## src/rtl/float_to_fixed.sv

```systemverilog
// Iterative IEEE-754 single to 32-bit two's-complement fixed-point converter, one shift per cycle.
// Define SATURATE_EN to clamp overflowed results to the signed extremes instead of zero.
module float_to_fixed (
    input  logic        clk,
    input  logic        rst_n,
    input  logic        start,
    input  logic [4:0]  fixpointpos,
    input  logic [31:0] floatnumber,
    output logic [31:0] result,
    output logic        done,
    output logic        busy,
    output logic        overflow
);

    typedef enum logic [1:0] {IDLE, UNPACK, SHIFT, FINISH} state_t;

    state_t state, state_next;

    logic        sign_r;
    logic [7:0]  exp_r;
    logic [22:0] frac_r;
    logic [4:0]  fpp_r;
    logic [31:0] mag;
    logic [4:0]  cnt;
    logic        shift_left;
    logic        force_ovf;

    logic signed [9:0] k;
    logic [4:0]  unpack_n;
    logic        unpack_left;
    logic        unpack_zero;
    logic        unpack_ovf;
    logic        finish_ovf;
    logic [31:0] sat_value;
    logic [31:0] finish_value;

    // Net shift needed to place the hidden-one mantissa at the requested binary point
    always_comb begin
        k = $signed({2'b00, exp_r}) + $signed({5'b00000, fpp_r}) - 10'sd150;
    end

    always_comb begin
        unpack_n    = 5'd0;
        unpack_left = 1'b0;
        unpack_zero = 1'b0;
        unpack_ovf  = 1'b0;
        if (exp_r == 8'h00) begin
            unpack_zero = 1'b1;
        end else if (exp_r == 8'hFF) begin
            unpack_ovf = 1'b1;
        end else if (k > 10'sd8) begin
            unpack_ovf = 1'b1;
        end else if (k >= 10'sd0) begin
            unpack_left = 1'b1;
            unpack_n    = k[4:0];
        end else if (k >= -10'sd23) begin
            unpack_n    = 5'(-k);
        end else begin
            unpack_zero = 1'b1;
        end
    end

    // Only the most negative value may legitimately have bit 31 set
    always_comb begin
        finish_ovf = force_ovf | (mag[31] & ~(sign_r & (mag == 32'h80000000)));
`ifdef SATURATE_EN
        sat_value  = sign_r ? 32'h80000000 : 32'h7FFFFFFF;
`else
        sat_value  = 32'h00000000;
`endif
        finish_value = finish_ovf ? sat_value : (sign_r ? (~mag + 32'd1) : mag);
    end

    always_ff @(posedge clk or negedge rst_n) begin
        if (!rst_n) begin
            state <= IDLE;
        end else begin
            state <= state_next;
        end
    end

    always_comb begin
        state_next = state;
        busy       = (state != IDLE);
        case (state)
            IDLE:    if (start) state_next = UNPACK;
            UNPACK:  state_next = (unpack_n == 5'd0) ? FINISH : SHIFT;
            SHIFT:   if (cnt <= 5'd1) state_next = FINISH;
            FINISH:  state_next = IDLE;
            default: state_next = IDLE;
        endcase
    end

    always_ff @(posedge clk or negedge rst_n) begin
        if (!rst_n) begin
            sign_r     <= 1'b0;
            exp_r      <= 8'd0;
            frac_r     <= 23'd0;
            fpp_r      <= 5'd0;
            mag        <= 32'd0;
            cnt        <= 5'd0;
            shift_left <= 1'b0;
            force_ovf  <= 1'b0;
            result     <= 32'd0;
            overflow   <= 1'b0;
            done       <= 1'b0;
        end else begin
            done <= 1'b0;
            case (state)
                IDLE: begin
                    if (start) begin
                        sign_r <= floatnumber[31];
                        exp_r  <= floatnumber[30:23];
                        frac_r <= floatnumber[22:0];
                        fpp_r  <= fixpointpos;
                    end
                end
                UNPACK: begin
                    mag        <= unpack_zero ? 32'd0 : {8'd0, 1'b1, frac_r};
                    cnt        <= unpack_n;
                    shift_left <= unpack_left;
                    force_ovf  <= unpack_ovf;
                end
                SHIFT: begin
                    mag <= shift_left ? (mag << 1) : (mag >> 1);
                    cnt <= cnt - 5'd1;
                end
                FINISH: begin
                    result   <= finish_value;
                    overflow <= finish_ovf;
                    done     <= 1'b1;
                end
                default: ;
            endcase
        end
    end

endmodule

```

## config.mk

```make
export PLATFORM = sky130hd
export DESIGN_NAME = float_to_fixed
export DESIGN_NICKNAME = d
export VERILOG_FILES = /design/src/rtl/float_to_fixed.sv
export SDC_FILE = /design/constraint.sdc
export NUM_CORES = 1
export LEC_CHECK = 0
export CORE_AREA = 2 2 162 164
export DETAILED_ROUTE_END_ITERATION = 8
export DIE_AREA = 0 0 164 166
export GPL_ROUTABILITY_DRIVEN = 0
export HOLD_SLACK_MARGIN = 0.02
export SETUP_SLACK_MARGIN = 0.1
export SYNTH_ARGS = -nofsm -noshare
export SYNTH_HDL_FRONTEND = slang
export SYNTH_SLANG_ARGS = --single-unit
```

## constraint.sdc

```tcl
create_clock -name clk -period 9.17 [get_ports clk]
set_input_delay 2.751 -clock clk [delete_from_list [all_inputs] [get_ports clk]]
set_output_delay 2.751 -clock clk [all_outputs]
set_load 0.005 [all_outputs]
```

Word level (Yosys, flattened, before mapping). Cells that the tools add are included.

Register bits after elaboration: 112. Input port bits: 40. Logic and storage cells: 68.

Equality and inequality tests: 7. Muxes and demuxes: 28. $add $sub $neg: 5. Bitwise logic cells: 5. $lt $le $gt $ge: 4. Reduce and logical (&&, ||, !) cells: 7.

Operators with widths (count): 2-to-1 mux 32 bit (3); one-hot mux 32 bit (2 select lines) (1); adder 32 x 1 -> 32 bit, second input constant (1); equality test 32 bit, second input constant (1); inverter 32 bit (1); 2-to-1 mux 5 bit (5); 2-to-1 mux 24 bit (1); 2-to-1 mux 1 bit (14); >= comparator 10 x 1 -> 1 bit, second input constant (1); >= comparator 10 x 6 -> 1 bit, second input constant (1); > comparator 10 x 5 -> 1 bit, second input constant (1); one-hot mux 5 bit (2 select lines) (1); subtractor 9 x 8 -> 10 bit, second input constant (1); adder 8 x 5 -> 9 bit (1); equality test 8 bit, second input constant (1); logical NOT 8 bit (1); one-hot mux 2 bit (4 select lines) (1); <= comparator 5 x 1 -> 1 bit, second input constant (1); logical NOT 5 bit (1); negator 5 bit (1); subtractor 5 x 1 -> 5 bit, second input constant (1); equality test 2 bit, second input constant (2); 2-to-1 mux 2 bit (2); inequality test 2 bit, second input constant (2); 7 further kinds (10).

Longest topological paths before layout. Gate-level depths: netlist (run 1).

Word-level depth: 11. Mapped depth: 12. Gate-level depth less buffers: 12.

Worst setup path after synthesis (run 1). Ideal clock, no wire load.

Path type: input to register. Start point: in start. End point: reg exp_r[0]. Setup slack: 5.341 ns. Stages on the path: 3. Arrival time: 3.704 ns. Setup time: 0.125 ns. Path through: nand2_1 -> clkbuf_1 -> mux2_2.

Word-level cells in the longest chain between the ends: 1.

Ends and longest elaborated chain: start: declaration (RTL line 6) `input logic start,`; AND reduction 2 bit (no line); end signal: assignment (RTL line 113) `exp_r <= floatnumber[30:23];`; end: declaration (RTL line 20) `logic [7:0] exp_r;`.

No other way between the ends. A chain may end at the register's enable or synchronous reset.

Final worst setup path (run 1).
Start point: reg state[0]. End point: out busy.

Word-level cells in the longest chain between the ends: 1.

Ends and longest elaborated chain: start: declaration (RTL line 17) `state_t state, state_next;`; start signal: assignment (RTL line 78) `state <= state_next;`; nonzero test 2 bit (RTL line 84) `busy = (state != IDLE);`; end: declaration (RTL line 11) `output logic busy,`.

No other way between the ends.

==> out/metrics.yaml, run 1 <==
status: "finished clean"
clk_pin_slew_worst_paths_ns: 0.08
regToRegEndpoint: "mag[19]"
die_h_um: 166
grt_remaining_overflow: 0
ir_drop_mv: 0.1639
synthesis.instances: 583
power_frac_seq_pct: 29.8
ff2ff_path_depth: 6
synth_edf_count: 0
row_count: 59
cp_max_fo: 5
drt_pre_antenna_iters: 4
worst-setup-path-type: "flop to primary output"
path_cells: "inv_1, ha_1, inv_1, clkdlybuf4s50_1"
power.share.clock_pct: 13.5
cts_setup_buffers: 0
cts_num_sinks: 112
crit_buf_inv: 3
power_density_nw_per_um2: 388.4
swShare_pct: 44.03
worstSetupStartpointType: "flop"
synth_fp_nets: 647
worstSetupEndpointType: "primary output"
min_period_ns: 4.402
nFillCells: 2612
io-pin-count: 75
finalNonFillerCells: 977
p_comb_share_pct: 56.7
vias: 4584
fin_setup_tns_ns: 0
netlist_area_um2: 6247
fin_skew_ns: 0.02085
grt_max_degree: 58
path_common_cell: "inv_1"
grt_pass1_vias: 4661
drtAntennaViolNets: 0
power_switching_mw: 1.294
start_util_pct: 24.39
dieArea_um2: 27220
ctsResizeCount: 0
synth-seq-cells: 112
wl_per_cell_um: 15.27
viasPerCell: 4.692
hold_start: "result[18]"
dpl_cell_area_um2: 7262
clock_path_buffers: 2
yosys_warnings: 0
setup_ws_ns: 4.768
yosysMostFrequentCell: "dfrtp_1"
holdWs_ns: 0.4889
syn2layout_area_growth_pct: 21.15
synth_top_area_cell: "dfrtp_1"
ys.flop_type: "dfrtp_1"
drc: 0
cpPeakStageDelay_ns: 0.50
multi_input_area_um2: 3129
synth_cell_types: 66
pre_cts_slack_ns: 4.914
grt_pass1_wl_um: 25140
diodes: 0
synth_common_cells: "dfrtp_1, nor2_1, mux2_2, inv_1"
worst_pin_slew_ns: 1.045
cts_buffers: 9
maxCapViolCount: 0
drive_above_1_share_pct: 10.59
arrival_ns: 1.65
relSlewSlack_pct: 30.31
ys_async_sr_fraction_pct: 100.0
cts_root_buffer: "clkbuf_16"
dpl.hpwl_um: 10840
h-tree-depth: 3
design_area_um2: 7569
avgSynthCellArea_um2: 10.72
whs_endpoint: "result[18]"
die_x_um: 164
cts_tree: "built"
placed_cells: 961
fin_crit_sh_pct: 48.00
nets: 701
antenna_found_initial: 0
cts_hold_buf: 0
regArea_um2: 2803
crit_family: "buffers and inverters"
hold_viol: 0
drt-initial-drc-count: 347
final-max-slew-violation-count: 0
wirelength_um: 14920
power_leakage_nw: 3.089
core_um2: 25620
cpMaxStageDelayCell: "clkdlybuf4s50_1"
clk-insertion-delay-late_ns: 0.36
critPathRequiredTime_ns: 6.42
r2r_slack_ns: 5.26
hold_path.class: "flop to flop"
synth_top_area_share_pct: 44.86
port_buffers: 74
track_usage_pct: 11.46
max_freq_mhz: 227.2
holdPathStages: 1
setup_viol: 0
synth_area_leaders: "dfrtp_1, mux2_2, mux2i_1"
r2r-start: "state[0]"
cellInternalPower_mw: 1.645
rsz0062_at_grt: "no"
seq_area_frac_synth_pct: 44.86
## metrics by stage
| step | utilization [%] | power, mW |
|---|---|---|
| after floorplan | - | 2.110 |
| after global placement | 28.35 | 2.537 |
| after detailed placement | 28.35 | 2.568 |
| after CTS | 29.55 | 2.975 |
| after global routing | 29.55 | 3.223 |
| final | 29.55 | 2.939 |
## routing by layer
metal	routed length (um)	share of wire [%]	track usage (%)
met5	0	0	0
met4	293	2.0	3.776
met3	701	4.7	2.423
met2	7102	48	18.51
met1	6826	46	15.25
## worst register-to-register path, delay by kind of cell (launching register included)
kind,cells,cell delay (ns)
compound gates,2,1.09
fa+ha+maj,1,0.77
simple gates,1,0.55
buf+inv,2,1.03
flops,1,0.41
## cell families after synthesis
family          synth area share [%]
mux                            11.48
fa+ha+maj                      4.927
xor+xnor                       5.047
flops                          44.86
compound gates                 17.70
buf+inv                        5.047
simple gates                   10.94
## sequential cells by signal (all words and copies together) (netlist names), 2 cells and up
| name | cells |
|---|---|
| state | 2 |
| frac_r | 23 |
| exp_r | 8 |
| mag | 32 |
| result | 32 |
| cnt | 5 |
| fpp_r | 5 |
## how the worst max path moves through the flow
stage | from | end | slack, ns | cells past startpoint
after detailed placement | start | frac_r[16] | 4.91 | 4
after global routing | state[0] | busy | 4.67 | 4
final | state[0] | busy | 4.77 | 4
after floorplan | start | exp_r[0] | 5.34 | 3
after CTS | state[0] | busy | 4.75 | 4
after global placement | start | frac_r[12] | 4.93 | 4
## power groups by stage
stage | clock network (mW) | logic, mW | registers, mW
global route | 0.429 | 1.89 | 0.909
floorplan | 0 | 1.31 | 0.801
global placement | 0 | 1.65 | 0.884
CTS | 0.410 | 1.69 | 0.879
finish | 0.397 | 1.67 | 0.877
detailed placement | 0 | 1.68 | 0.889
## cells in the final DEF, fill, tap and decap left out, drive strengths merged, types with 11 or more instances in the layout
cell and instances:
dfrtp 112, clkdlybuf4s50 73, nor2 41, inv 40
mux2 37, nand2 30, mux2i 30, o2bb2ai 28
o21ai 24, ha 23, a221o 23, xor2 19
xnor2 17, nor3 11
## layout make-up
cell class | instances | share of cell area, %
well taps | 335 | 5.538
flip-flops and latches | 112 | 37.03
clock inverters | 7 | 1.075
inverters | 38 | 1.885
repair buffers | 78 | 10.15
clock buffers | 9 | 2.976
multi-input cells | 398 | 41.35
(Power assumes the default switching activity.)
==> inputs of run 2 (changes only) <==
clock period = 4.2 ns   (was 9.17 ns; I/O delays follow)
==> run 2 against run 1 <==
- non-clock buffer count grew 4
- flip-flop and latch count is the same
- critical endpoint is now mag[19]
- power rose by 120%
- largest power group unchanged
- count of clock-buffer cells in the layout did not move
- setup slack got worse by 4.1 ns
- sequential share of layout area shrank 0.19 points
- largest cell class unchanged
- clock power increased by 130%
- via count rose by 1.1%
- hold slack got worse by 0.0078 ns
==> out/metrics.yaml, run 2 (synthesis gave the netlist of run 1 again) <==
status: "finished clean"
power_leakage_nw: 3.110
worst-setup-path-type: "flop to flop"
whs_endpoint: "result[9]"
drtAntennaViolNets: 0
holdPathStages: 1
reg.largest.list: "mag (32), result (32), frac_r (23)"
cts_num_sinks: 112
final-max-slew-violation-count: 0
power_density_nw_per_um2: 853.6
port_buffers: 74
final_common_cell: "dfrtp_1"
worstSetupEndpointType: "flop"
clock_path_buffers: 2
die_x_um: 164
layout_common_cells: "dfrtp_1, clkdlybuf4s50_1, nor2_1"
hold_viol: 0
drc: 0
vias: 4635
hold_path.class: "flop to flop"
start_util_pct: 24.39
worst_pin_slew_ns: 0.9902
worstSetupStartpointType: "flop"
drive_above_1_share_pct: 11.15
fin_setup_tns_ns: 0
io-pin-count: 75
path_cells: "inv_1, ha_1, inv_1, ha_1, fa_1, a21oi_1, nor3_1, or4b_1, o2111a_1, o21a_1, a221o_2"
nets: 705
clk_pin_slew_worst_paths_ns: 0.09
drt_pre_antenna_iters: 4
min_period_ns: 3.581
ir_drop_mv: 0.3471
critPathRequiredTime_ns: 4.44
row_count: 59
ctsResizeCount: 0
fin_crit_sh_pct: 85.26
cpMaxStageDelayCell: "or4b_1"
cts_root_buffer: "clkbuf_16"
clk-insertion-delay-late_ns: 0.37
wirelength_um: 15110
regToRegEndpoint: "mag[19]"
grt_max_degree: 47
cts_buffers: 9
hold_start: "result[9]"
grt_pass1_wl_um: 25010
rsz0062_at_grt: "no"
r2r_slack_ns: 0.62
fin_skew_ns: 0.01360
antenna_found_initial: 0
die_h_um: 166
diodes: 0
cp_max_fo: 23
track_usage_pct: 11.47
drt-initial-drc-count: 272
grt_remaining_overflow: 0
h-tree-depth: 3
cpPeakStageDelay_ns: 0.57
syn2layout_area_growth_pct: 21.79
wl_per_cell_um: 15.40
arrival_ns: 3.83
viasPerCell: 4.725
relSlewSlack_pct: 33.83
core_um2: 25620
setup_viol: 0
dieArea_um2: 27220
r2r-start: "exp_r[1]"
maxCapViolCount: 0
max_freq_mhz: 279.2
grt_pass1_vias: 4641
holdWs_ns: 0.4811
cts_tree: "built"
ff2ff_path_depth: 11
cts_setup_buffers: 0
dpl.hpwl_um: 11010
cts_hold_buf: 0
==> run 2: worst max-delay path by stage <==
| stage | to | slack, ns | start |
|---|---|---|---|
| 2_1_floorplan | mag[19] | 1.06 | exp_r[1] |
| 5_1_grt | mag[19] | 0.43 | exp_r[1] |
| 3_5_place_dp | mag[19] | 0.64 | exp_r[1] |
| 6_report | mag[19] | 0.62 | exp_r[1] |
| 4_1_cts | mag[19] | 0.61 | exp_r[1] |
| 3_3_place_gp | mag[19] | 0.69 | exp_r[1] |
==> run 2: final cells by class <==
class                      count  area (um^2)
clock buffer                   9        225.2
clock inverter                 7        91.34
timing repair buffer          82        798.3
inverter                      38        142.6
multi-input combinational    398         3129
fill                        2645        18010
sequential                   112         2803
tap                          335        419.2
==> run 2: layer usage <==
layer	wire length, um	share of wire [%]	global-route usage (%)
met1	7020	46	15.17
met2	7358	49	18.80
met3	487	3.2	2.073
met4	241	1.6	3.890
met5	0	0	0
==> run 2: metrics by stage <==
stage	util (%)	power (mW)	area (um^2)	instances	worst slack (ns)
after floorplan	-	4.607	6247	583	1.057
after global placement	28.47	5.592	7292	965	0.6947
after detailed placement	28.47	5.648	7292	965	0.6354
after CTS	29.70	6.573	7609	981	0.6053
after global routing	29.70	7.084	7609	981	0.4275
final	29.70	6.495	7609	981	0.6189
==> run 2: where the power goes <==
group | internal [mW] | switching (mW) | leakage (nW) | total (mW)
Clock | 0.433 | 0.461 | 0.152 | 0.895
Sequential | 1.50 | 0.382 | 1.43 | 1.88
Combinational | 1.69 | 2.03 | 1.53 | 3.72
Total | 3.62 | 2.87 | 3.11 | 6.49
==> run 2: worst max-delay path, delay by kind of cell, from the launching register on <==
family | cells | cell delay (ns)
AOI/OAI and AO/OA | 4 | 1.40
adders and majority gates | 3 | 0.91
and+or+nand+nor | 2 | 0.65
DFF | 1 | 0.38
buffers and inverters | 2 | 0.11
